--- src/rtl/video_timing_pkg.sv ---
// ---------------------------------------------------------------------------
// video_timing_pkg
// Shared definitions for the video timing / test-pattern source:
//   - counter width used for h_cnt / v_cnt / x / y
//   - standard 1080p60 and 720p60 timing constants
//   - pattern_e enum selecting the runtime test pattern
//   - 8-entry colour-bar table (3-bit {r,g,b} on/off per bar) and lookup
// No ports (package).
// ---------------------------------------------------------------------------
package video_timing_pkg;

  localparam int CNT_W = 12;

  // 1080p60 (148.5 MHz pixel clock)
  localparam int T1080_H_ACTIVE = 1920;
  localparam int T1080_H_FP     = 88;
  localparam int T1080_H_SYNC   = 44;
  localparam int T1080_H_BP     = 148;
  localparam int T1080_V_ACTIVE = 1080;
  localparam int T1080_V_FP     = 4;
  localparam int T1080_V_SYNC   = 5;
  localparam int T1080_V_BP     = 36;

  // 720p60 (74.25 MHz pixel clock)
  localparam int T720_H_ACTIVE = 1280;
  localparam int T720_H_FP     = 110;
  localparam int T720_H_SYNC   = 40;
  localparam int T720_H_BP     = 220;
  localparam int T720_V_ACTIVE = 720;
  localparam int T720_V_FP     = 5;
  localparam int T720_V_SYNC   = 5;
  localparam int T720_V_BP     = 20;

  typedef enum logic [1:0] {
    BARS  = 2'd0,
    GRID  = 2'd1,
    GRAD  = 2'd2,
    SOLID = 2'd3
  } pattern_e;

  // Bar k occupies bits [3k+2:3k] as {r,g,b}. Order left to right:
  // white, yellow, cyan, green, magenta, red, blue, black.
  localparam logic [23:0] BAR_TABLE = {
    3'b000,  // 7 black
    3'b001,  // 6 blue
    3'b100,  // 5 red
    3'b101,  // 4 magenta
    3'b010,  // 3 green
    3'b011,  // 2 cyan
    3'b110,  // 1 yellow
    3'b111   // 0 white
  };

  function automatic logic [2:0] bar_rgb(input logic [2:0] idx);
    bar_rgb = BAR_TABLE[int'(idx) * 3 +: 3];
  endfunction

endpackage

--- src/rtl/video_sync_cnt.sv ---
// ---------------------------------------------------------------------------
// video_sync_cnt
// Horizontal / vertical position counters and their combinational decode.
// Active region comes first on each line and each frame, followed by
// front porch, sync and back porch.
// Ports:
//   pixclk          pixel clock
//   rstn            asynchronous active-low reset
//   en              run enable; low forces both counters to 0 next clock
//   h_cnt_o/v_cnt_o current counter values
//   active_o        counters lie inside the active picture
//   hs_on_o/vs_on_o sync interval (polarity not applied)
//   frame_first_o   counters at (0,0)
//   line_last_o     h_cnt at its last value (line wraps next clock)
// ---------------------------------------------------------------------------
module video_sync_cnt
  import video_timing_pkg::*;
#(
  parameter int H_ACTIVE = 1920,
  parameter int H_FP     = 88,
  parameter int H_SYNC   = 44,
  parameter int H_BP     = 148,
  parameter int V_ACTIVE = 1080,
  parameter int V_FP     = 4,
  parameter int V_SYNC   = 5,
  parameter int V_BP     = 36
) (
  input  logic             pixclk,
  input  logic             rstn,
  input  logic             en,
  output logic [CNT_W-1:0] h_cnt_o,
  output logic [CNT_W-1:0] v_cnt_o,
  output logic             active_o,
  output logic             hs_on_o,
  output logic             vs_on_o,
  output logic             frame_first_o,
  output logic             line_last_o
);

  localparam int H_TOTAL = H_ACTIVE + H_FP + H_SYNC + H_BP;
  localparam int V_TOTAL = V_ACTIVE + V_FP + V_SYNC + V_BP;

  // Decode thresholds held as 32-bit values so an end point equal to 4096
  // still compares correctly against the 12-bit counters.
  localparam logic [31:0] H_ACT_C  = 32'(H_ACTIVE);
  localparam logic [31:0] H_HS_BEG = 32'(H_ACTIVE + H_FP);
  localparam logic [31:0] H_HS_END = 32'(H_ACTIVE + H_FP + H_SYNC);
  localparam logic [31:0] H_LAST   = 32'(H_TOTAL - 1);
  localparam logic [31:0] V_ACT_C  = 32'(V_ACTIVE);
  localparam logic [31:0] V_VS_BEG = 32'(V_ACTIVE + V_FP);
  localparam logic [31:0] V_VS_END = 32'(V_ACTIVE + V_FP + V_SYNC);
  localparam logic [31:0] V_LAST   = 32'(V_TOTAL - 1);

  if (H_TOTAL > 4096) begin : g_bad_h_total
    $error("video_sync_cnt: H_TOTAL exceeds 4096");
  end
  if (V_TOTAL > 4096) begin : g_bad_v_total
    $error("video_sync_cnt: V_TOTAL exceeds 4096");
  end

  logic [CNT_W-1:0] h_cnt_q, h_cnt_d;
  logic [CNT_W-1:0] v_cnt_q, v_cnt_d;
  logic [31:0]      h_ext, v_ext;

  assign h_ext = {{(32 - CNT_W){1'b0}}, h_cnt_q};
  assign v_ext = {{(32 - CNT_W){1'b0}}, v_cnt_q};

  // Counter next-state: zero while disabled, otherwise raster scan with wrap.
  always_comb begin
    h_cnt_d = h_cnt_q;
    v_cnt_d = v_cnt_q;
    if (!en) begin
      h_cnt_d = '0;
      v_cnt_d = '0;
    end else if (h_ext == H_LAST) begin
      h_cnt_d = '0;
      if (v_ext == V_LAST) begin
        v_cnt_d = '0;
      end else begin
        v_cnt_d = v_cnt_q + 12'd1;
      end
    end else begin
      h_cnt_d = h_cnt_q + 12'd1;
    end
  end

  // Counter registers.
  always_ff @(posedge pixclk or negedge rstn) begin
    if (!rstn) begin
      h_cnt_q <= '0;
      v_cnt_q <= '0;
    end else begin
      h_cnt_q <= h_cnt_d;
      v_cnt_q <= v_cnt_d;
    end
  end

  assign h_cnt_o       = h_cnt_q;
  assign v_cnt_o       = v_cnt_q;
  assign active_o      = (h_ext < H_ACT_C) && (v_ext < V_ACT_C);
  assign hs_on_o       = (h_ext >= H_HS_BEG) && (h_ext < H_HS_END);
  // Depends on v_cnt only, so vs moves together with the h wrap.
  assign vs_on_o       = (v_ext >= V_VS_BEG) && (v_ext < V_VS_END);
  assign frame_first_o = (h_cnt_q == 12'd0) && (v_cnt_q == 12'd0);
  assign line_last_o   = (h_ext == H_LAST);

endmodule

--- src/rtl/video_pattern_gen.sv ---
// ---------------------------------------------------------------------------
// video_pattern_gen
// Parametrised video timing and test-pattern source. One clock of latency:
// outputs at cycle n describe the counter position of cycle n-1.
// Ports:
//   pixclk       pixel clock (only clock)
//   rstn         asynchronous active-low reset
//   en           run enable; low blanks outputs and parks counters at (0,0)
//   pattern_sel  0 bars, 1 grid, 2 gradient, 3 solid; taken at frame start
//   solid_rgb    {r,g,b} for the solid pattern, used live
//   vs/hs/de     registered syncs (POL-adjusted) and data enable
//   r_out/g_out/b_out  pixel colour, 0 in blanking
//   x/y          active pixel coordinate, 0 in blanking
//   frame_start  one-cycle pulse with pixel (0,0)
// ---------------------------------------------------------------------------
module video_pattern_gen
  import video_timing_pkg::*;
#(
  parameter int H_ACTIVE  = 1920,
  parameter int H_FP      = 88,
  parameter int H_SYNC    = 44,
  parameter int H_BP      = 148,
  parameter int V_ACTIVE  = 1080,
  parameter int V_FP      = 4,
  parameter int V_SYNC    = 5,
  parameter int V_BP      = 36,
  parameter bit HS_POL    = 1'b1,
  parameter bit VS_POL    = 1'b1,
  parameter int COLOR_W   = 8,
  parameter int GRID_LOG2 = 6
) (
  input  logic                 pixclk,
  input  logic                 rstn,
  input  logic                 en,
  input  logic [1:0]           pattern_sel,
  input  logic [3*COLOR_W-1:0] solid_rgb,
  output logic                 vs,
  output logic                 hs,
  output logic                 de,
  output logic [COLOR_W-1:0]   r_out,
  output logic [COLOR_W-1:0]   g_out,
  output logic [COLOR_W-1:0]   b_out,
  output logic [11:0]          x,
  output logic [11:0]          y,
  output logic                 frame_start
);

  localparam int BAR_W = H_ACTIVE / 8;
  localparam logic [31:0] BAR_LAST = 32'(BAR_W - 1);
  localparam logic [COLOR_W-1:0] FULL = {COLOR_W{1'b1}};

  if ((H_ACTIVE % 8) != 0 || H_ACTIVE < 8) begin : g_bad_h_active
    $error("video_pattern_gen: H_ACTIVE must be a non-zero multiple of 8");
  end
  if (GRID_LOG2 < 1 || GRID_LOG2 > 11) begin : g_bad_grid
    $error("video_pattern_gen: GRID_LOG2 out of range");
  end

  logic [CNT_W-1:0] h_cnt, v_cnt;
  logic             active, hs_on, vs_on, frame_first, line_last;

  video_sync_cnt #(
    .H_ACTIVE (H_ACTIVE),
    .H_FP     (H_FP),
    .H_SYNC   (H_SYNC),
    .H_BP     (H_BP),
    .V_ACTIVE (V_ACTIVE),
    .V_FP     (V_FP),
    .V_SYNC   (V_SYNC),
    .V_BP     (V_BP)
  ) u_sync_cnt (
    .pixclk        (pixclk),
    .rstn          (rstn),
    .en            (en),
    .h_cnt_o       (h_cnt),
    .v_cnt_o       (v_cnt),
    .active_o      (active),
    .hs_on_o       (hs_on),
    .vs_on_o       (vs_on),
    .frame_first_o (frame_first),
    .line_last_o   (line_last)
  );

  // -------------------------------------------------------------------------
  // Pattern register. The selection is sampled at (0,0) and also applied to
  // pixel (0,0) itself, so a whole frame always uses a single pattern.
  // -------------------------------------------------------------------------
  pattern_e pattern_q, pattern_d;
  pattern_e pat_eff;

  // Effective pattern for the pixel now being decoded.
  always_comb begin
    if (frame_first && en) begin
      pat_eff = pattern_e'(pattern_sel);
    end else begin
      pat_eff = pattern_q;
    end
    pattern_d = pat_eff;
  end

  // Pattern register.
  always_ff @(posedge pixclk or negedge rstn) begin
    if (!rstn) begin
      pattern_q <= BARS;
    end else begin
      pattern_q <= pattern_d;
    end
  end

  // -------------------------------------------------------------------------
  // Bar counter: tracks the bar index of the current h_cnt without a divide.
  // bar_pos_q counts pixels inside the bar; the index steps when it wraps.
  // Both park at 0 whenever h_cnt does (line wrap or disabled).
  // -------------------------------------------------------------------------
  logic [CNT_W-1:0] bar_pos_q, bar_pos_d;
  logic [2:0]       bar_idx_q, bar_idx_d;
  logic [31:0]      bar_pos_ext;

  assign bar_pos_ext = {{(32 - CNT_W){1'b0}}, bar_pos_q};

  // Bar counter next-state.
  always_comb begin
    bar_pos_d = bar_pos_q;
    bar_idx_d = bar_idx_q;
    if (!en || line_last) begin
      bar_pos_d = '0;
      bar_idx_d = 3'd0;
    end else if (bar_pos_ext == BAR_LAST) begin
      bar_pos_d = '0;
      bar_idx_d = bar_idx_q + 3'd1;
    end else begin
      bar_pos_d = bar_pos_q + 12'd1;
    end
  end

  // Bar counter registers.
  always_ff @(posedge pixclk or negedge rstn) begin
    if (!rstn) begin
      bar_pos_q <= '0;
      bar_idx_q <= 3'd0;
    end else begin
      bar_pos_q <= bar_pos_d;
      bar_idx_q <= bar_idx_d;
    end
  end

  // -------------------------------------------------------------------------
  // Colour mux.
  // -------------------------------------------------------------------------
  logic [2:0]         bar_on;
  logic               grid_on;
  logic [COLOR_W-1:0] grad_val;
  logic [COLOR_W-1:0] pix_r, pix_g, pix_b;

  assign bar_on   = bar_rgb(bar_idx_q);
  assign grid_on  = (h_cnt[GRID_LOG2-1:0] == '0) || (v_cnt[GRID_LOG2-1:0] == '0);
  assign grad_val = COLOR_W'(h_cnt);

  // Pixel colour for the current position under the effective pattern.
  always_comb begin
    pix_r = '0;
    pix_g = '0;
    pix_b = '0;
    case (pat_eff)
      BARS: begin
        pix_r = bar_on[2] ? FULL : '0;
        pix_g = bar_on[1] ? FULL : '0;
        pix_b = bar_on[0] ? FULL : '0;
      end
      GRID: begin
        pix_r = grid_on ? FULL : '0;
        pix_g = grid_on ? FULL : '0;
        pix_b = grid_on ? FULL : '0;
      end
      GRAD: begin
        pix_r = grad_val;
        pix_g = grad_val;
        pix_b = grad_val;
      end
      SOLID: begin
        pix_r = solid_rgb[3*COLOR_W-1:2*COLOR_W];
        pix_g = solid_rgb[2*COLOR_W-1:COLOR_W];
        pix_b = solid_rgb[COLOR_W-1:0];
      end
      default: begin
        pix_r = '0;
        pix_g = '0;
        pix_b = '0;
      end
    endcase
  end

  // -------------------------------------------------------------------------
  // Output registers. Disabled means fully blank immediately, independent of
  // where the counters stand.
  // -------------------------------------------------------------------------
  logic               vs_q, vs_d, hs_q, hs_d, de_q, de_d, fs_q, fs_d;
  logic [COLOR_W-1:0] r_q, r_d, g_q, g_d, b_q, b_d;
  logic [11:0]        x_q, x_d, y_q, y_d;

  // Output next-state: blank defaults, then the decoded pixel when running.
  always_comb begin
    vs_d = ~VS_POL;
    hs_d = ~HS_POL;
    de_d = 1'b0;
    fs_d = 1'b0;
    r_d  = '0;
    g_d  = '0;
    b_d  = '0;
    x_d  = 12'd0;
    y_d  = 12'd0;
    if (en) begin
      vs_d = vs_on ? VS_POL : ~VS_POL;
      hs_d = hs_on ? HS_POL : ~HS_POL;
      de_d = active;
      fs_d = frame_first;
      if (active) begin
        r_d = pix_r;
        g_d = pix_g;
        b_d = pix_b;
        x_d = h_cnt;
        y_d = v_cnt;
      end else begin
        r_d = '0;
        g_d = '0;
        b_d = '0;
      end
    end else begin
      de_d = 1'b0;
    end
  end

  // Output register bank.
  always_ff @(posedge pixclk or negedge rstn) begin
    if (!rstn) begin
      vs_q <= ~VS_POL;
      hs_q <= ~HS_POL;
      de_q <= 1'b0;
      fs_q <= 1'b0;
      r_q  <= '0;
      g_q  <= '0;
      b_q  <= '0;
      x_q  <= 12'd0;
      y_q  <= 12'd0;
    end else begin
      vs_q <= vs_d;
      hs_q <= hs_d;
      de_q <= de_d;
      fs_q <= fs_d;
      r_q  <= r_d;
      g_q  <= g_d;
      b_q  <= b_d;
      x_q  <= x_d;
      y_q  <= y_d;
    end
  end

  assign vs          = vs_q;
  assign hs          = hs_q;
  assign de          = de_q;
  assign frame_start = fs_q;
  assign r_out       = r_q;
  assign g_out       = g_q;
  assign b_out       = b_q;
  assign x           = x_q;
  assign y           = y_q;

endmodule

--- config.mk ---
export PLATFORM = sky130hd
export DESIGN_NAME = video_pattern_gen
export DESIGN_NICKNAME = d
export VERILOG_FILES = /design/src/rtl/video_timing_pkg.sv /design/src/rtl/video_sync_cnt.sv /design/src/rtl/video_pattern_gen.sv
export SDC_FILE = /design/constraint.sdc
export NUM_CORES = 1
export LEC_CHECK = 0
export BUFFER_PORTS_ARGS = -buffer_cell sky130_fd_sc_hd__buf_2
export CAP_MARGIN = 0
export CORE_ASPECT_RATIO = 1.75
export CORE_UTILIZATION = 30
export DETAILED_ROUTE_END_ITERATION = 8
export PLACE_DENSITY_LB_ADDON = 0.05
export SLEW_MARGIN = 5
export SYNTH_ARGS = -nofsm -noshare
export SYNTH_HDL_FRONTEND = slang
export SYNTH_SLANG_ARGS = --single-unit
--- constraint.sdc ---
create_clock -name pixclk -period 2.1 [get_ports pixclk]
set_input_delay 0.42 -clock pixclk [delete_from_list [all_inputs] [get_ports pixclk]]
set_output_delay 0.42 -clock pixclk [all_outputs]
set_load 0.01 [all_outputs]
**Yosys cells after proc, flatten, opt, wreduce, memory -nomap -nowiden**

Cells that the tools add are included.

- Register bits after elaboration: 93

- $lt $le $gt $ge: 6
- Reductions and logical operators: 14
- Add/sub/neg operators: 4
- Shift-type cells: 1
- Equality and inequality tests: 7
- Multiplexer cells: 33
- Multiply operators: 1

Operators by type and width:

| kind | count |
|---|---|
| 2-to-1 mux 12 bit | 11 |
| case mux 8 bit (4 select lines) | 3 |
| 2-to-1 mux 8 bit | 10 |
| adder 12 x 1 -> 12 bit, second input constant | 3 |
| less-than comparator 12 x 11 -> 1 bit, second input constant | 3 |
| >= comparator 12 x 11 -> 1 bit, second input constant | 2 |
| zero test 12 bit | 2 |
| indexed part select 24 x 6 -> 3 bit, first input constant | 1 |
| equality test 12 x 11 -> 1 bit, second input constant | 1 |
| equality test 12 bit, second input constant | 1 |
| equality test 12 x 8 -> 1 bit, second input constant | 1 |
| zero test 6 bit | 2 |
| less-than comparator 12 bit, second input constant | 1 |
| 2-to-1 mux 1 bit | 6 |
| 2-to-1 mux 3 bit | 2 |
| logical AND 1 bit | 5 |
| multiplier 3 x 2 -> 5 bit, second input constant | 1 |
| equality test 2 bit, second input constant | 2 |
| adder 3 x 1 -> 3 bit, second input constant | 1 |
| equality test 2 x 1 -> 1 bit, second input constant | 1 |
| zero test 2 bit | 1 |
| logical OR 1 bit | 2 |
| 2-to-1 mux 2 bit | 1 |
| != test 2 x 1 -> 1 bit, second input constant | 1 |
| 2 further kinds | 2 |

**Depth between registers and ports, before layout**

Gate-level depths: netlist (run 1).

- Depth after elaboration: 8
- Gate-level depth with buffers: 8

**By module**

Synthesis (run 1) repeated with hierarchy kept, for this count alone.

- Cell total of the unflattened synthesis: 409
- Area total of the unflattened synthesis: 4246.6 um^2

By module, submodules not included:

| module | area an instance (um^2) | instances | cells each |
|---|---|---|---|
| video_pattern_gen | 2723.9 | 1 | 247 |
| video_sync_cnt | 1522.7 | 1 | 162 |

**Worst setup path after synthesis (run 1)**

OpenSTA, ideal clock, no wires.

- Path type: register to register
- From: reg u_sync_cnt.v_cnt_q[0], in the netlist u_sync_cnt.v_cnt_o[0]
- To: reg u_sync_cnt.v_cnt_q[9], in the netlist u_sync_cnt.v_cnt_o[9]
- Required time: 1.982 ns
- Slack: -0.191 ns
- Stages on the path, launching flop included: 9
- Clock period less this slack: 2.291 ns
- Arrival time: 2.173 ns
- Path buffers: 1
- Cells stage by stage: dfrtp_1 > inv_1 > ha_1 > or3b_2 > o41ai_2 > or2_1 > buf_6 > o21ai_0 > a21o_1

- Longest elaborated chain between the ends: 4
- Elaborated cells between the ends (all ways): 5

Ends and longest elaborated chain:

| item | line | text |
|---|---|---|
| start, declared | video_sync_cnt.sv:62 | `logic [CNT_W-1:0] v_cnt_q, v_cnt_d;` |
| start signal, assigned | video_sync_cnt.sv:94 | `v_cnt_q <= v_cnt_d;` |
| adder 12 x 1 -> 12 bit / equality test 12 x 11 -> 1 bit (equally long branches) | video_sync_cnt.sv:80, video_sync_cnt.sv:77 |  |
| 2-to-1 mux 12 bit (*) | video_sync_cnt.sv:77 | `if (v_ext == V_LAST) begin` |
| 2-to-1 mux 12 bit (*) | video_sync_cnt.sv:75 | `end else if (h_ext == H_LAST) begin` |
| 2-to-1 mux 12 bit (*) | video_sync_cnt.sv:72 | `if (!en) begin` |

Mark *: on every way between the ends. The rest lies on a longest branch, timed or not. The select of a mux whose other input is x is not followed.
A chain may end at the register's enable or synchronous reset.

**Final worst setup path (run 1)**

- From: reg u_sync_cnt.h_cnt_q[10], in the netlist u_sync_cnt.h_cnt_o[10]
- To: reg u_sync_cnt.v_cnt_q[9], in the netlist u_sync_cnt.v_cnt_o[9]

- Longest elaborated chain between the ends: 2

Ends and longest elaborated chain:

| item | line | text |
|---|---|---|
| start, declared | video_sync_cnt.sv:61 | `logic [CNT_W-1:0] h_cnt_q, h_cnt_d;` |
| start signal, assigned | video_sync_cnt.sv:93 | `h_cnt_q <= h_cnt_d;` |
| equality test 12 bit | video_sync_cnt.sv:75 |  |
| != test 2 x 1 -> 1 bit (no line) | n/a |  |

No other way between the ends.

==> results of run 1 <==
-- layer usage --
| metal | GRT usage, % | vias to the layer above |
|---|---|---|
| li1 | - | 1747 |
| met3 | 2.682 | 22 |
| met5 | 0 | - |
| met1 | 19.33 | 1793 |
| met2 | 31.82 | 63 |
| met4 | 8.297 | 0 |
-- area by class of cell --
class	instances	area (µm²)	area share (%)
flip-flops and latches	93	2328	36.42
clock buffers	10	239.0	3.738
well taps	177	221.5	3.464
multi-input cells	283	2306	36.07
clock inverters	4	73.82	1.155
inverters	10	37.54	0.5871
repair buffers	163	1187	18.57
-- cell usage after synthesis (8+ instances only) --
cell	count
a311oi_1	24
and2_1	24
clkbuf_1	17
dfrtp_1	93
ha_1	8
inv_1	10
nand2_1	23
nand3_1	23
nand4_1	9
nor2_1	44
o21ai_0	43
xnor2_1	14
xor2_1	9
-- sequential cells by signal, summed over array words and instances (netlist names) --
| signal | flops |
|---|---|
| bar_pos_q | 12 |
| u_sync_cnt.h_cnt_o | 12 |
| u_sync_cnt.v_cnt_o | 12 |
| x | 12 |
| y | 12 |
| b_out | 8 |
| g_out | 8 |
| r_out | 8 |
| bar_idx_q | 3 |
| pattern_q | 2 |
| de | 1 |
| frame_start | 1 |
| hs | 1 |
| vs | 1 |
-- per-stage QoR --
stage                     setup WS (ns)  hold WS, ns  power [mW]  setup TNS [ns]  cell area [µm²]
after floorplan                -0.09660       0.1244       2.194         -0.5648             4252
after global placement          -0.2196       0.3418       2.503          -7.432             5368
after detailed placement        -0.2864       0.3408       2.504          -8.896             5368
after CTS                      -0.07566       0.3608       4.301         -0.2685             5818
after global routing            -0.1291       0.3495       4.650          -1.935             6394
final                          -0.06330       0.3534       4.449         -0.1494             6394
-- critical path, stage by stage (launching register included) --
cell and delay (ns):
dfrtp_2 0.43, or4b_4 0.49, or4_4 0.51, or2_4 0.28
buf_4 0.15, o21ai_1 0.12, a21o_1 0.12
-- what timing repair did --
item | in CTS | in global routing
setup buffers | 5 | 5
gates cloned | 0 | 3
resized for setup | 37 | 108
hold endpoints to repair | 19 | 0
pin swaps | 10 | 49
endpoints found under the setup margin | 48 | 33
hold buffers | 1 | 0
-- report_power, final --
part	total [mW]	leakage [nW]	switching [mW]	internal (mW)
registers	1.92	1.24	0.0381	1.89
logic	0.780	1.51	0.422	0.358
clock network	1.75	0.154	0.683	1.06
total	4.45	2.91	1.14	3.31
-- kinds of logic (layout without fill, tap and decap cells) --
group,Yosys count,count (layout)
compound gates,84,84
other cells,1,2
mux,2,2
buf+inv,30,187
fa+ha+maj,8,8
xor+xnor,23,23
simple gates,164,164
flops,93,93
-- path summary, 6_finish.rpt --
check,to,slack (ns),from
max in group asynchronous,u_sync_cnt.h_cnt_o[10]$_DFF_PN0_,1.07,rstn
setup reg to reg,u_sync_cnt.v_cnt_o[9]$_DFFE_PN0N_,-0.06,u_sync_cnt.h_cnt_o[10]$_DFF_PN0_
setup / recovery,u_sync_cnt.v_cnt_o[9]$_DFFE_PN0N_,-0.06,u_sync_cnt.h_cnt_o[10]$_DFF_PN0_
hold / removal,b_out[1]$_DFF_PN0_,0.35,solid_rgb[1]
hold reg to reg,bar_pos_q[0]$_DFF_PN0_,0.46,bar_pos_q[0]$_DFF_PN0_
min in group asynchronous,bar_pos_q[9]$_DFF_PN0_,0.51,rstn
==> flow_summary_export.csv, run 1 <==
group,metric,value,unit
run_status,status,"complete, but fails checks",
run_status,violations,"setup timing",
logic_synthesis,synthSimpleGateAreaFrac,21.02,%
critical_path,crit_path_end_kind,"flop",
critical_path,start_kind,"flop",
layout,instances_no_fill,740,
layout,nNetsFinal,597,
detailed_routing,viasPerCell,4.899,
logic_synthesis,ys_warn_count,0,
clocking,clock_latency,0.34,ns
grt,grt_pass1_wl,19.36,mm
clocking,clockBufferDepth,2,
detailed_routing,drtPass1Iterations,4,
placement,gp_congestion,0.8286,
timing,setup_slack,-0.06330,ns
die,core,0.01376,mm²
placement,dp_hpwl,9.003,mm
clocking,cts_root_buf,"clkbuf_16",
logic_synthesis,synth-seq-cells,93,
layout,fillers,1342,
logic_synthesis,synth_xor_area_share,4.779,%
layout,mostFrequentLayoutCell,"dfrtp_1",
logic_synthesis,yosys.area.top_type,"dfrtp_1",
logic_synthesis,synthFlopType,"dfrtp_1",
timing,fin_skew,0.006573,ns
worst_hold_path,hp-class,"primary input to flop",
clocking,cts_max_level,3,
worst_hold_path,hold_path_depth,3,
critical_path,cp_max_fo,5,
power,leakagePower,2.908,nW
logic_synthesis,synthArstFlopShare,100.0,%
detailed_routing,top_layer_used,"met4",
die,die_height,158.8,µm
placement,port_buffers,80,
die,initial_core_util,30.62,%
flow_run,maxCapViolCount,0,
logic_synthesis,yosysSeqAreaShare,55.21,%
grt,grt_usage,17.43,%
timing,report.final.setup_viol,4,
die,die_area,0.01455,mm²
power,peakVddDrop,0.0003664,V
detailed_routing,vias,3625,
logic_synthesis,synth.area.top_cells,"dfrtp_1 (55%), o21ai_0 (5.1%), a311oi_1 (5.0%)",
timing,finalHoldViolations,0,
clocking,tritoncts,"done",
grt,grt_pass1_vias,3750,
layout,layout_common_cells,"dfrtp_1 (92), buf_2 (79), buf_4 (65)",
logic_synthesis,synthMuxAreaShare,0.4749,%
die,io_pins,81,
clocking,clk_pin_slew,0.07,ns
timing,max_freq,462.3,MHz
die,rows,57,
placement,post-place-cells,714,
grt,antenna_found_initial,0,
critical_path,arrival,2.45,ns
layout,syn_to_final_growth,51.68,%
logic_synthesis,synthAdderAreaFrac,2.375,%
critical_path,cp.required,2.38,ns
detailed_routing,wirelength,12.53,mm
timing,rsz0062_at_grt,"yes",
logic_synthesis,syn_area,0.004215,mm²
logic_synthesis,avgSynthCellArea,10.41,µm²
layout,diodes,0,
layout,layout-drive-gt1-share,46.71,%
grt,grt_overflow,0,
timing,finalCritPeriodShare,103.0,%
logic_synthesis,ys_types,48,
timing,period_minus_slack,2.163,ns
timing,relSlewSlack,61.56,%
detailed_routing,wire_per_inst,16.93,µm
logic_synthesis,yosysTopAreaCellShare,55.21,%
layout,fin_util,46.45,%
grt,grt_start_max_net_pins,41,
power,power_density,695.8,mW/mm²
logic_synthesis,synth_top_family_by_area,"simple AND/OR/NAND/NOR gates",
logic_synthesis,synth_enable_flop_cells,0,
clocking,cts_sinks,93,
timing,worst_pin_slew,0.5713,ns
critical_path,r2r_cells,6,
die,fp.dieW,91.61,µm
critical_path,critPathKind,"flop to flop",
detailed_routing,wl_met3,336,µm
timing,drv_slew,0,
logic_synthesis,synthCells,405,
detailed_routing,met1_length,4.828,mm
detailed_routing,route.met2.wl,7.034,mm
detailed_routing,drt.antenna.violating_nets,0,
detailed_routing,first_iter_violations,112,
detailed_routing,drt_drc_violations_left,0,
logic_synthesis,synth_compound_area_share,13.03,%
clocking,cts_buffers,9,
Power figures use the tool's default switching activity.
==> run 2: changes to the inputs <==
CORE_UTILIZATION = 50   (was 30)
SYNTH_HIERARCHICAL = 1   (was unset)
==> run 2 against run 1 <==
  * Clock-buffer cell count unchanged
  * Hold slack got worse by 0.31 ns
  * Synthesized area increased by 0.74%
  * Non-clock buffer count decreased by 31
  * Sequential power increased by 5%
  * Core utilization increased by 21 points
  * Highest routed layer unchanged
  * The flow still finishes with violations (setup timing)
  * Sequential share of layout area increased by 5.4 points
  * Register-to-register slack got worse by 0.34 ns
==> flow_summary_export.csv, run 2 <==
group,metric,value,unit
timing,relSlewSlack,66.68,%
logic_synthesis,syn_nets,447,
grt,grt_pass1_wl,16.10,mm
timing,finalHoldViolations,0,
logic_synthesis,synth-seq-cells,93,
critical_path,reg2reg_slack,-0.41,ns
timing,max_freq,398.9,MHz
logic_synthesis,synth_enable_flop_cells,0,
critical_path,cp.required,2.35,ns
logic_synthesis,synthArstFlopShare,100.0,%
logic_synthesis,syn_area,0.004247,mm²
detailed_routing,drt.antenna.violating_nets,0,
die,rows,44,
logic_synthesis,yosysTopAreaCellShare,54.80,%
logic_synthesis,synth.area.top_cells,"dfrtp_1 (55%), nor2_1 (6.1%), and3_1 (4.9%)",
timing,worst_pin_slew,0.4998,ns
logic_synthesis,yosysMostFrequentCell,"dfrtp_1",
run_status,violations,"setup timing",
timing,fin_skew,0.005735,ns
detailed_routing,vias,3598,
critical_path,arrival,2.75,ns
timing,period_minus_slack,2.507,ns
logic_synthesis,synth_commonest_cells,"dfrtp_1 (93), nor2_1 (69), and3_1 (33), nor3_1 (33), inv_1 (20)",
logic_synthesis,synthFlopType,"dfrtp_1",
die,initial_core_util,51.42,%
critical_path,max_stage_delay,0.45,ns
timing,setup_slack,-0.4069,ns
die,die_area,0.008880,mm²
grt,grt_usage,23.90,%
die,die_height,123.9,µm
layout,mostFrequentLayoutCell,"dfrtp_1",
power,peakVddDrop,0.0003660,V
detailed_routing,drtPass1Iterations,4,
clocking,clock_latency,0.33,ns
power,leakagePower,2.860,nW
timing,finalCritPeriodShare,119.4,%
logic_synthesis,synthAdderAreaFrac,2.652,%
die,io_pins,81,
clocking,tritoncts,"done",
critical_path,cp_max_fo,8,
critical_path,critPathKind,"flop to flop",
detailed_routing,viasPerCell,5.657,
critical_path,crit_chain,"or3_4 > or2_4 > a31o_4 > a2111oi_4 > and2_4 > o211ai_1 > buf_4 > nor3_1",
power,power_density,753.4,mW/mm²
placement,dp_hpwl,7.150,mm
logic_synthesis,avgSynthCellArea,10.38,µm²
clocking,cts_root_buf,"clkbuf_16",
logic_synthesis,synth_top_family_by_area,"simple AND/OR/NAND/NOR gates",
placement,post-place-cells,609,
grt,antenna_found_initial,0,
logic_synthesis,ys_warn_count,6,
logic_synthesis,yosys.area.top_type,"dfrtp_1",
timing,report.final.setup_viol,44,
logic_synthesis,synth_xor_area_share,4.331,%
flow_run,maxCapViolCount,0,
die,core,0.008258,mm²
die,fp.dieW,71.67,µm
detailed_routing,drt_drc_violations_left,0,
clocking,clockBufferDepth,2,
layout,syn_to_final_growth,31.20,%
logic_synthesis,synth_compound_area_share,7.867,%
critical_path,r2r_cells,8,
clocking,clk_pin_slew,0.06,ns
critical_path,start_kind,"flop",
logic_synthesis,synthSimpleGateAreaFrac,26.28,%
detailed_routing,wire_per_inst,16.36,µm
placement,place_area,0.005074,mm²
layout,layout_common_cells,"dfrtp_1 (93), buf_2 (80), nor2_1 (68)",
critical_path,crit_path_end_kind,"flop",
worst_hold_path,hp-class,"primary input to async pin",
logic_synthesis,synthCells,409,
logic_synthesis,synthMuxAreaShare,0.4714,%
logic_synthesis,yosysSeqAreaShare,54.80,%
placement,gp_congestion,0.8630,
layout,finalInstanceArea,0.005572,mm²
layout,layout-drive-gt1-share,33.82,%
placement,port_buffers,80,
logic_synthesis,ys_types,44,
grt,grt_pass1_vias,3368,
clocking,hold_buffers,0,
timing,rsz0062_at_grt,"yes",
critical_path,cpMaxStageDelayCell,"a2111oi_4",
layout,instances_no_fill,636,
detailed_routing,wirelength,10.40,mm
detailed_routing,first_iter_violations,152,
clocking,cts_max_level,3,
grt,grt_start_max_net_pins,41,
run_status,status,"complete, but fails checks",
timing,drv_slew,0,
clocking,cts_sinks,93,
clocking,cts_buffers,9,
grt,grt_overflow,0,
layout,diodes,0,
layout,nNetsFinal,577,
run 2: cell types whose count changed after synthesis, sizes merged, moves of 20 or more:
cell    delta
a311oi    -24
and2      -20
and3      +30
nor2      +25
nor3      +26
o21ai     -34
run 2: layer usage:
metal	wire length, µm	vias up	global-route usage [%]
met3	355	22	3.883
met1	4247	1760	29.04
li1	-	1706	-
met5	0	-	0
met4	278	0	11.03
met2	5520	110	41.33
run 2: area by class of cell:
type,instances,area [µm²]
flip-flops and latches,93,2327
clock buffers,10,229.0
well taps,92,115.1
inverters,20,75.07
multi-input cells,283,1956
repair buffers,132,829.5
fillers,668,2686
clock inverters,6,40.04
run 2: final timing paths:
kind                                              startpoint                endpoint
setup / recovery           u_sync_cnt/v_cnt_o[9]$_DFFE_PN0P_      r_out[3]$_DFF_PN0_
min in group pixclk                             solid_rgb[6]      b_out[6]$_DFF_PN0_
max in group asynchronous                               rstn          x[3]$_DFF_PN0_
setup reg to reg           u_sync_cnt/v_cnt_o[9]$_DFFE_PN0P_      r_out[3]$_DFF_PN0_
hold reg to reg                       bar_pos_q[0]$_DFF_PN0_  bar_pos_q[0]$_DFF_PN0_
hold / removal                                          rstn      g_out[4]$_DFF_PN0_
run 2: logic make-up (layout without fill, tap and decap cells):
family,Yosys count,count (layout)
DFF,93,93
adders and majority gates,9,9
muxes,2,2
and+or+nand+nor,207,207
AOI/OAI and AO/OA,43,44
buffers and inverters,34,168
xor gates and xnor gates,21,21
run 2: through the flow:
step                      utilization, %  hold WS, ns  total power [mW]  worst slack, ns  TNS [ns]
after floorplan                        -       0.1244             2.397          -0.2551    -5.928
after global placement             61.44       0.4173             2.674          -0.3205    -7.534
after detailed placement           61.44       0.4196             2.689          -0.4070    -8.390
after CTS                          65.56      0.05372             4.192          -0.3095    -6.990
after global routing               67.47      0.07986             4.388          -0.5702    -15.90
final                              67.47      0.04648             4.198          -0.4069    -10.87
run 2: timing repair:
item                       4_1_cts  5_1_grt
gates resized for setup         11       25
gates cloned                     1        3
hold endpoints to repair         0        0
setup endpoints to repair       48       69
pin swaps                        1       12
buffers inserted                 0        7
run 2: worst max-delay path, delay by kind of cell (launching register included):
family	cells	cell delay, ns
compound gates	3	0.76
simple gates	4	1.09
buf+inv	1	0.18
flops	1	0.38
run 2: power breakdown:
| group | internal [mW] | switching [mW] | leakage [nW] |
|---|---|---|---|
| Sequential | 1.93 | 0.0733 | 1.25 |
| Clock | 0.799 | 0.649 | 0.132 |
| Combinational | 0.300 | 0.443 | 1.48 |
| Total | 3.03 | 1.17 | 2.86 |
==> run 3: changes to the inputs <==
BUFFER_PORTS_ARGS = -buffer_cell sky130_fd_sc_hd__buf_4   (was -buffer_cell sky130_fd_sc_hd__buf_2)
RECOVER_POWER = 50   (was unset)
==> run 3 against run 2 <==
  * The flow still finishes with violations (setup timing)
  * First-iteration DRC count is 36% higher
  * Clock skew down 0.00058 ns
  * Cell area up 3.4%
  * Sequential share of layout area down 1.4 points
  * Largest cell class unchanged
  * Core utilization grew 2.3 points
  * Flip-flop and latch count unchanged
  * Hold slack gained 0.29 ns
  * Critical endpoint is now g_out[5]$_DFF_PN0_
  * Register-to-register slack about the same
==> flow_summary_export.csv, run 3 (synthesized netlist as in run 2, its figures left out) <==
group,metric,value,unit
clocking,clockBufferDepth,2,
clocking,cts_buffers,9,
layout,instances_no_fill,633,
critical_path,crit_chain,"or3_4 > or2_4 > nor4bb_4 > buf_4 > and4b_1 > a31oi_4 > o211ai_1 > buf_6 > nor3_1",
grt,grt_usage,25.15,%
die,io_pins,81,
layout,mostFrequentLayoutCell,"buf_4",
detailed_routing,met1_length,4.195,mm
grt,antenna_found_initial,0,
detailed_routing,drt.antenna.violating_nets,0,
power,swShare,26.73,%
timing,fin_skew,0.005159,ns
timing,period_minus_slack,2.492,ns
critical_path,cpMaxStageDelayCell,"or3_4",
critical_path,max_stage_delay,0.39,ns
timing,setup_slack,-0.3924,ns
power,peakVddDrop,0.0004289,V
timing,drv_slew,0,
power,pwr-share-clk,33.8,%
run_status,status,"complete, but fails checks",
power,leakagePower,2.877,nW
critical_path,crit_path_end_kind,"flop",
run_status,violations,"setup timing",
timing,finalCritPeriodShare,118.7,%
detailed_routing,wire_per_inst,17.18,µm
clocking,cts_root_buf,"clkbuf_16",
power,p_int,3.188,mW
die,rows,44,
timing,rsz0062_at_grt,"yes",
die,die_area,0.008880,mm²
flow_run,maxCapViolCount,0,
power,p_seq_share,46.5,%
placement,gp_congestion,0.9234,
die,initial_core_util,51.42,%
timing,worst_pin_slew,1.188,ns
power,power_density,755.5,mW/mm²
power,combPwrFrac,19.8,%
critical_path,cp_max_fo,8,
detailed_routing,wirelength,10.88,mm
timing,max_freq,401.2,MHz
layout,syn_to_final_growth,35.62,%
layout,nNetsFinal,576,
detailed_routing,drtPass1Iterations,5,
die,fp.dieW,71.67,µm
critical_path,start_kind,"flop",
power,power_switching,1.163,mW
worst_hold_path,hp-class,"primary input to flop",
clocking,cts_max_level,3,
timing,report.final.setup_viol,25,
die,core,0.008258,mm²
detailed_routing,first_iter_violations,207,
detailed_routing,viasPerCell,5.720,
layout,multi_input_area,0.001966,mm²
die,die_height,123.9,µm
placement,pre_cts_ws,-0.4318,ns
grt,grt_overflow,0,
clocking,clock_latency,0.34,ns
detailed_routing,wl_met3,421,µm
clocking,clk_pin_slew,0.06,ns
detailed_routing,route.met2.wl,6.084,mm
placement,dp_hpwl,7.460,mm
critical_path,arrival,2.70,ns
clocking,tritoncts,"done",
detailed_routing,vias,3621,
detailed_routing,drt_drc_violations_left,0,
layout,fillers,650,
layout,layout_common_cells,"buf_4 (122), dfrtp_1 (93), nor2_1 (68)",
grt,grt_start_max_net_pins,56,
placement,port_buffers,80,
layout,area.sequential,0.002327,mm²
timing,finalHoldViolations,0,
critical_path,cp.required,2.31,ns
critical_path,critPathKind,"flop to flop",
grt,grt_pass1_vias,3556,
layout,diodes,0,
grt,grt_pass1_wl,16.96,mm
layout,layout-drive-gt1-share,32.90,%
timing,relSlewSlack,20.83,%
detailed_routing,top_layer_used,"met4",
placement,post-place-cells,608,
clocking,cts_sinks,93,
==> run 3: final cells by class <==
| class | instances | area share, % |
|---|---|---|
| multi-input cells | 283 | 34.13 |
| repair buffers | 131 | 17.51 |
| well taps | 92 | 1.999 |
| inverters | 20 | 1.303 |
| clock buffers | 13 | 4.519 |
| clock inverters | 1 | 0.1303 |
| flip-flops and latches | 93 | 40.41 |
==> run 3: final timing paths <==
path	startpoint	end	slack [ns]	depth (start not counted)
max in group asynchronous	rstn	x[1]$_DFF_PN0_	0.26	3
max reg2reg	u_sync_cnt/v_cnt_o[9]$_DFFE_PN0P_	g_out[5]$_DFF_PN0_	-0.39	9
min reg2reg	bar_pos_q[0]$_DFF_PN0_	bar_pos_q[0]$_DFF_PN0_	0.50	1
max	u_sync_cnt/v_cnt_o[9]$_DFFE_PN0P_	g_out[5]$_DFF_PN0_	-0.39	9
min in group asynchronous	rstn	r_out[4]$_DFF_PN0_	0.85	2
min	pattern_sel[0]	pattern_q[0]$_DFF_PN0_	0.34	3
==> run 3: power groups by stage <==
stage               clock network, mW  registers [mW]  logic, mW
CTS                              1.51            2.02      0.823
global route                     1.56            2.03      0.937
detailed placement                  0            2.04      0.749
global placement                    0            2.03      0.730
finish                           1.47            2.02      0.859
floorplan                           0            2.10      0.296
==> run 3: stage by stage <==
step	total power, mW	utilization [%]	hold WS [ns]	instance area (µm²)	TNS [ns]
after global placement	2.760	63.74	0.3204	5264	-7.347
final	4.351	69.74	0.3397	5759	-9.116
after detailed placement	2.786	63.74	0.3251	5264	-9.359
after CTS	4.349	68.73	0.3209	5675	-7.313
after floorplan	2.397	-	0.1244	4310	-5.928
after global routing	4.528	69.74	0.3380	5759	-15.28
==> run 3: timing repair <==
action | in CTS | in global routing
pin swaps | 5 | 5
hold buffers | 1 | 0
resized for setup | 13 | 19
cloned | 1 | 2
hold endpoints to repair | 20 | 0
setup endpoints to repair | 48 | 65
setup buffers | 7 | 0
==> run 3: critical path, delay by kind of cell, from the launching register on <==
kind,cells,cell delay [ns]
simple gates,5,1.33
buf+inv,2,0.38
flops,1,0.37
compound gates,2,0.28
==> run 3: per-layer routing <==
layer	vias to the layer above	GRT usage (%)
li1	1711	-
met1	1795	28.30
met2	99	45.87
met3	16	5.340
met4	0	9.926
met5	-	0
